`config.mk`:
```
export PLATFORM = sky130hd
export DESIGN_NAME = multi_clock_divider_flat
export DESIGN_NICKNAME = d
export VERILOG_FILES = /design/src/rtl/multi_clock_divider_pkg.sv /design/src/rtl/multi_clock_divider_if.sv /design/src/rtl/multi_clock_divider_channel.sv /design/src/rtl/multi_clock_divider.sv /design/src/flat_wrapper.sv
export SDC_FILE = /design/constraint.sdc
export NUM_CORES = 1
export LEC_CHECK = 0
export BUFFER_PORTS_ARGS = -buffer_cell sky130_fd_sc_hd__buf_2
export CAP_MARGIN = 25
export CELL_PAD_IN_SITES_DETAIL_PLACEMENT = 0
export CELL_PAD_IN_SITES_GLOBAL_PLACEMENT = 1
export CORE_AREA = 5 5 284 286
export CTS_CLUSTER_DIAMETER = 60
export DETAILED_ROUTE_END_ITERATION = 16
export DIE_AREA = 0 0 289 291
export GPL_ROUTABILITY_DRIVEN = 0
export MAX_ROUTING_LAYER = met4
export PLACE_DENSITY_LB_ADDON = 0.1
export SLEW_MARGIN = 40
export SYNTH_ARGS = -nofsm -noshare
export SYNTH_HDL_FRONTEND = slang
export SYNTH_SLANG_ARGS = --single-unit
```
`constraint.sdc`:
```
create_clock -name clk -period 4.6 [get_ports clk]
set_clock_uncertainty 0.05 [all_clocks]
set_input_delay 0.23 -clock clk [delete_from_list [all_inputs] [get_ports clk]]
set_output_delay 0.23 -clock clk [all_outputs]
set_load 0.05 [all_outputs]
```
`src/rtl/multi_clock_divider_pkg.sv`:
```
// Shared register map and field positions for the multi-channel clock divider.
package mcd_pkg;

  localparam logic [1:0] REG_CTRL   = 2'd0;
  localparam logic [1:0] REG_DIV    = 2'd1;
  localparam logic [1:0] REG_COUNT  = 2'd2;
  localparam logic [1:0] REG_STATUS = 2'd3;

  localparam int CTRL_EN  = 0;
  localparam int CTRL_INV = 1;

  localparam int STAT_PHASE   = 0;
  localparam int STAT_PEND    = 1;
  localparam int STAT_DIV_LSB = 2;
  localparam int STAT_RESYNC  = 0;

  // Channel field width in the word address; a single channel still uses one bit.
  function automatic int ch_bits(input int n);
    return (n > 1) ? $clog2(n) : 1;
  endfunction

endpackage

```
`src/rtl/multi_clock_divider_if.sv`:
```
// Avalon-MM slave bus bundle for the clock divider register file.
interface multi_clock_divider_if #(
  parameter int ADDR_W = 4
);
  logic              chipselect;
  logic [ADDR_W-1:0] address;
  logic              write;
  logic [31:0]       writedata;
  logic              read;
  logic [31:0]       readdata;

  modport master (
    output chipselect, address, write, writedata, read,
    input  readdata
  );

  modport slave (
    input  chipselect, address, write, writedata, read,
    output readdata
  );
endinterface

```
`src/rtl/multi_clock_divider_channel.sv`:
```
// One divider channel: half-period counter, phase toggle and shadowed divisor
// that only lands on a half-period boundary, idle, disable or resync.
module clkdiv_channel #(
  parameter int CNT_WIDTH = 32
) (
  input  logic                 clk,
  input  logic                 reset,
  input  logic                 en,
  input  logic                 inv,
  input  logic                 div_wr,
  input  logic [CNT_WIDTH-1:0] div_data,
  input  logic                 resync,
  output logic                 clk_out,
  output logic [CNT_WIDTH-1:0] count,
  output logic [CNT_WIDTH-1:0] div_active,
  output logic [CNT_WIDTH-1:0] div_shadow,
  output logic                 pend,
  output logic                 phase
);

  logic [CNT_WIDTH-1:0] r_count, r_active, r_shadow;
  logic                 r_phase, r_pend, r_clk_out;

  logic [CNT_WIDTH-1:0] w_count_nxt, w_active_nxt, w_shadow_nxt;
  logic                 w_phase_nxt, w_pend_nxt;
  logic                 w_idle, w_tc, w_load;

  assign w_idle = resync || !en || (r_active == '0);
  assign w_tc   = (r_active != '0) && (r_count == r_active - CNT_WIDTH'(1));
  assign w_load = r_pend && (w_idle || w_tc);

  always_comb begin
    w_count_nxt  = r_count + CNT_WIDTH'(1);
    w_phase_nxt  = r_phase;
    w_active_nxt = w_load ? r_shadow : r_active;
    w_shadow_nxt = div_wr ? div_data : r_shadow;
    w_pend_nxt   = div_wr ? 1'b1 : (w_load ? 1'b0 : r_pend);
    if (w_idle) begin
      w_count_nxt = '0;
      w_phase_nxt = 1'b0;
    end else if (w_tc) begin
      w_count_nxt = '0;
      w_phase_nxt = ~r_phase;
    end
  end

  // Output is taken from the next phase so clk_out is a plain flop.
  always_ff @(posedge clk) begin
    if (reset) begin
      r_count   <= '0;
      r_active  <= '0;
      r_shadow  <= '0;
      r_phase   <= 1'b0;
      r_pend    <= 1'b0;
      r_clk_out <= 1'b0;
    end else begin
      r_count   <= w_count_nxt;
      r_active  <= w_active_nxt;
      r_shadow  <= w_shadow_nxt;
      r_phase   <= w_phase_nxt;
      r_pend    <= w_pend_nxt;
      r_clk_out <= w_phase_nxt ^ inv;
    end
  end

  assign clk_out    = r_clk_out;
  assign count      = r_count;
  assign div_active = r_active;
  assign div_shadow = r_shadow;
  assign pend       = r_pend;
  assign phase      = r_phase;

endmodule

```
`src/rtl/multi_clock_divider.sv`:
```
// Multi-channel programmable clock divider behind an Avalon-MM slave:
// address decode, per-channel CTRL, registered read mux and channel array.
module multi_clock_divider
  import mcd_pkg::*;
#(
  parameter int CHANNELS  = 4,
  parameter int CNT_WIDTH = 32
) (
  input  logic                 clk,
  input  logic                 reset,
  multi_clock_divider_if.slave bus,
  output logic [CHANNELS-1:0]  clk_out
);

  localparam int                CH_BITS = ch_bits(CHANNELS);
  localparam logic [CH_BITS:0]  LP_NCH  = (CH_BITS + 1)'(CHANNELS);

  logic [CH_BITS-1:0] w_ch;
  logic [1:0]         w_reg;
  logic               w_ch_ok, w_wr, w_rd, w_resync;

  assign w_ch     = bus.address[CH_BITS+1:2];
  assign w_reg    = bus.address[1:0];
  assign w_ch_ok  = ({1'b0, w_ch} < LP_NCH);
  assign w_wr     = bus.chipselect && bus.write && w_ch_ok;
  assign w_rd     = bus.chipselect && bus.read;
  assign w_resync = w_wr && (w_reg == REG_STATUS) && bus.writedata[STAT_RESYNC];

  logic [CHANNELS-1:0] r_en, r_inv;

  always_ff @(posedge clk) begin
    if (reset) begin
      r_en  <= '0;
      r_inv <= '0;
    end else if (w_wr && (w_reg == REG_CTRL)) begin
      for (int i = 0; i < CHANNELS; i++) begin
        if (w_ch == CH_BITS'(i)) begin
          r_en[i]  <= bus.writedata[CTRL_EN];
          r_inv[i] <= bus.writedata[CTRL_INV];
        end
      end
    end
  end

  logic [CNT_WIDTH-1:0] w_count  [CHANNELS];
  logic [CNT_WIDTH-1:0] w_div_act[CHANNELS];
  logic [CNT_WIDTH-1:0] w_div_sh [CHANNELS];
  logic [CHANNELS-1:0]  w_pend, w_phase, w_div_wr;

  for (genvar g = 0; g < CHANNELS; g++) begin : g_ch
    assign w_div_wr[g] = w_wr && (w_reg == REG_DIV) && (w_ch == CH_BITS'(g));

    clkdiv_channel #(
      .CNT_WIDTH (CNT_WIDTH)
    ) u_ch (
      .clk        (clk),
      .reset      (reset),
      .en         (r_en[g]),
      .inv        (r_inv[g]),
      .div_wr     (w_div_wr[g]),
      .div_data   (bus.writedata[CNT_WIDTH-1:0]),
      .resync     (w_resync),
      .clk_out    (clk_out[g]),
      .count      (w_count[g]),
      .div_active (w_div_act[g]),
      .div_shadow (w_div_sh[g]),
      .pend       (w_pend[g]),
      .phase      (w_phase[g])
    );
  end

  // Channels outside CHANNELS never match the loop, so they read as zero.
  logic [31:0] w_rdata;

  always_comb begin
    w_rdata = '0;
    for (int i = 0; i < CHANNELS; i++) begin
      if (w_ch == CH_BITS'(i)) begin
        case (w_reg)
          REG_CTRL: begin
            w_rdata[CTRL_EN]  = r_en[i];
            w_rdata[CTRL_INV] = r_inv[i];
          end
          REG_DIV:   w_rdata = 32'(w_div_sh[i]);
          REG_COUNT: w_rdata = 32'(w_count[i]);
          default:   w_rdata = 32'({w_div_act[i], w_pend[i], w_phase[i]});
        endcase
      end
    end
  end

  logic [31:0] r_readdata;

  always_ff @(posedge clk) begin
    if (reset) begin
      r_readdata <= '0;
    end else if (w_rd) begin
      r_readdata <= w_rdata;
    end
  end

  assign bus.readdata = r_readdata;

endmodule

```
`src/flat_wrapper.sv`:
```
// flat-port wrapper written by rule: the top's interface ports become plain ports
module multi_clock_divider_flat import mcd_pkg::*;
#(
  parameter int CHANNELS  = 4,
  parameter int CNT_WIDTH = 32
)
  (clk, reset, clk_out, bus_chipselect, bus_address, bus_write, bus_writedata, bus_read, bus_readdata);
  multi_clock_divider_if #(.ADDR_W(4)) bus_i ();
  input  logic clk;
  input  logic reset;
  output logic [CHANNELS-1:0] clk_out;
  input wire logic [$bits(bus_i.chipselect)-1:0] bus_chipselect;
  input wire logic [$bits(bus_i.address)-1:0] bus_address;
  input wire logic [$bits(bus_i.write)-1:0] bus_write;
  input wire logic [$bits(bus_i.writedata)-1:0] bus_writedata;
  input wire logic [$bits(bus_i.read)-1:0] bus_read;
  output wire logic [$bits(bus_i.readdata)-1:0] bus_readdata;
  assign bus_i.chipselect = bus_chipselect;
  assign bus_i.address = bus_address;
  assign bus_i.write = bus_write;
  assign bus_i.writedata = bus_writedata;
  assign bus_i.read = bus_read;
  assign bus_readdata = bus_i.readdata;
  multi_clock_divider #(.CHANNELS(CHANNELS), .CNT_WIDTH(CNT_WIDTH)) u_core (.clk(clk), .reset(reset), .bus(bus_i), .clk_out(clk_out));
endmodule
```
==> results.cfg <==
[logic_synthesis]
synthesis.area_mm2 = 0.0246
syn-mean-instance-area_um2 = 8.00
syn_nets = 3130
syn_inst = 3081
synth_cell_type_count = 90
ys_ff_latch = 436
ys_seq_area_share_pct = 35.4
synthArstFlopShare_pct = 0
synth_edf_count = 0
synth_ff_type = dfxtp_1
synth-warning-count = 0

[floorplanning]
fp.dieH_um = 291
io-pin-count = 77
rows = 103
fp.dieW_um = 289
fp.dieArea_mm2 = 0.0841
start_util_pct = 31.5
core_mm2 = 0.0781

[clock_tree]
cts_tree = built
clkSinkCount = 436
numCtsBuffers = 56
clkTransAtPathRegs_ns = 0.06
root_buffer = clkbuf_16
cts_max_level = 2
clock_path_buffers = 3
insertion_delay_ns = 0.62

[timing]
min_period_over_period_pct = 89.2
max_freq_mhz = 244
holdWs_ns = 0.149
tightest_slew_ns = 0.836
period_needed_ns = 4.11
rsz0062_at_grt = no
fin_tns_setup_ns = 0
setup_viol = 0
hold_violations = 0
slew_headroom_pct = 44.1
slew_viol_final = 0

[detailed_routing]
ant_nets = 0
drt_pass1_iterations = 5
wire_per_inst_um = 24.0
vias = 22700
wirelength_um = 99600
drc = 0
drt_first_iter_violations = 1934
post_drt_via_cell_ratio = 5.48

[grt]
antenna_found_initial = 1
grtUsageTotal_pct = 23.6
grt_pass1_vias = 21600
gr-total-overflow = 0
grt_max_degree = 174
grt_pass1_wl_um = 147000

[finish]
syn_to_final_growth_pct = 14.2
final_common_cell = nand2_1
diodes = 0
fin_area_mm2 = 0.0281
final_cells = 4153
layout_common_cells = nand2_1, dfxtp_1, nor2_1
finish.utilization_pct = 36.0
drive_gt1_share_pct = 11.4
fin_nets = 3109

[job]
drv_cap = 0

[status]
outcome = completed

[setup_path]
cp.required_ns = 5.05
path_class = reg -> reg
critPathMaxFanout = 24
slowest_stage = or4b_2
cp.arrival_ns = 4.56
end_kind = flop
path_cells = inv_1, ha_1, or4b_2, or2_2, nor4_1, xnor2_1, nand4_1, or4_1, or4_4, nand3_1, buf_12, nor2_1
crit_path_max_incr_delay_ns = 0.62
crit_path_start_kind = flop
reg2reg_depth = 12

[place]
dp.cells = 4018
hpwl_um = 72000
io_buffers = 76
placed_area_mm2 = 0.0258

[power_and_ir_drop]
p_per_area_mw_per_mm2 = 322
irDropWorstVdd_mv = 0.222
leakage_nw = 10.4

[hold_path]
min_path_cells = 4
hold_path.class = in -> reg
[cells in the mapped netlist, drive strengths merged (4+ instances only)]
library cell | count | area share, %
a2111oi | 5 | 0.18
a211oi | 16 | 0.49
a21boi | 5 | 0.24
a21oi | 184 | 3.7
a221oi | 100 | 3.6
a22o | 4 | 0.14
a22oi | 14 | 0.43
a311oi | 6 | 0.21
a31oi | 16 | 0.47
and2 | 12 | 0.30
and3 | 28 | 0.71
and3b | 4 | 0.14
and4 | 7 | 0.25
buf | 38 | 1.0
clkbuf | 202 | 3.1
dfxtp | 436 | 35
ha | 8 | 0.41
inv | 43 | 0.66
mux2 | 99 | 4.5
mux2i | 154 | 6.3
nand2 | 532 | 8.1
nand2b | 18 | 0.46
nand3 | 80 | 1.6
nand3b | 8 | 0.24
nand4 | 42 | 1.1
nand4b | 5 | 0.18
nor2 | 373 | 5.7
nor2b | 19 | 0.48
nor3 | 88 | 1.8
nor3b | 8 | 0.26
nor4 | 41 | 1.3
nor4b | 6 | 0.21
o2111ai | 6 | 0.21
o211ai | 10 | 0.30
o21ai | 38 | 0.77
o22ai | 16 | 0.41
o311a | 24 | 0.98
o311ai | 6 | 0.21
o31ai | 6 | 0.18
or2 | 7 | 0.18
or3 | 21 | 0.53
or3b | 4 | 0.14
or4 | 22 | 0.70
xnor2 | 144 | 5.1
xor2 | 129 | 4.6
[report_power, final]
group	total, W	internal (W)	switching (W)
clock network	0.00462	0.00284	0.00179
registers	0.00382	0.00380	0.0000185
logic	0.000604	0.000144	0.000460
[through the flow]
stage                     setup WS [ns]  total power (W)
final                             0.495          0.00905
after global routing              0.247          0.00934
after CTS                         0.505          0.00916
after detailed placement          0.524          0.00448
after global placement            0.575          0.00448
after floorplan                   0.766          0.00421
[final timing paths]
kind | start | to | slack [ns]
worst max-delay path | u_core.g_ch[2].u_ch.div_active[0] | u_core.g_ch[2].u_ch.count[28] | 0.49
worst min-delay path | bus_read | u_core.bus.readdata[1] | 0.15
worst max register to register | u_core.g_ch[2].u_ch.div_active[0] | u_core.g_ch[2].u_ch.count[28] | 0.49
worst min register to register | u_core.g_ch[3].u_ch.div_shadow[22] | u_core.g_ch[3].u_ch.div_shadow[22] | 0.42
[sequential cells by signal, summed over array words and instances, names as in the netlist]
register	flops
u_core.g_ch.u_ch.clk_out	4
u_core.g_ch.u_ch.div_active	128
u_core.r_inv	4
u_core.g_ch.u_ch.count	128
u_core.g_ch.u_ch.pend	4
u_core.r_en	4
u_core.bus.readdata	32
u_core.g_ch.u_ch.div_shadow	128
u_core.g_ch.u_ch.phase	4
[final cells by class]
type	count	area (µm²)
clock buffers	85	1640
multi-input cells	2361	14800
fillers	8235	50000
repair buffers	161	1230
clock inverters	16	277
inverters	44	168
flip-flops and latches	436	8730
well taps	1050	1310
[critical path: cells and delay by family, from the launching register on]
family        cells  cell delay, ns
buf+inv           2            0.30
simple gates      8            2.80
fa+ha+maj         1            0.25
flops             1            0.37
xor+xnor          1            0.21
[per-layer routing]
metal / vias up / wire length, µm / global-route usage [%]
met3: 116 / 5310 / 3.11
met4: 0 / 3890 / 7.80
met5: - / 0 / -
li1: 10800 / - / -
met1: 11200 / 46900 / 33.1
met2: 634 / 43500 / 35.1
[kinds of logic (layout without fill, tap and decap cells)]
family          Yosys count  count (layout)  share of synthesized area (%)
simple gates           1331            1331                           24.6
compound gates          491             491                           13.8
flops                   436             436                           35.4
buf+inv                 284             306                           4.78
xor+xnor                275             275                           9.89
mux                     256             256                           11.1
fa+ha+maj                 8               8                          0.406
[repair_timing]
action	in CTS	in global routing
hold buffers	32	0
resized for setup	0	0
hold endpoints to repair	121	0
setup buffers	0	0
No activity file was read; power rests on OpenSTA's default activity.
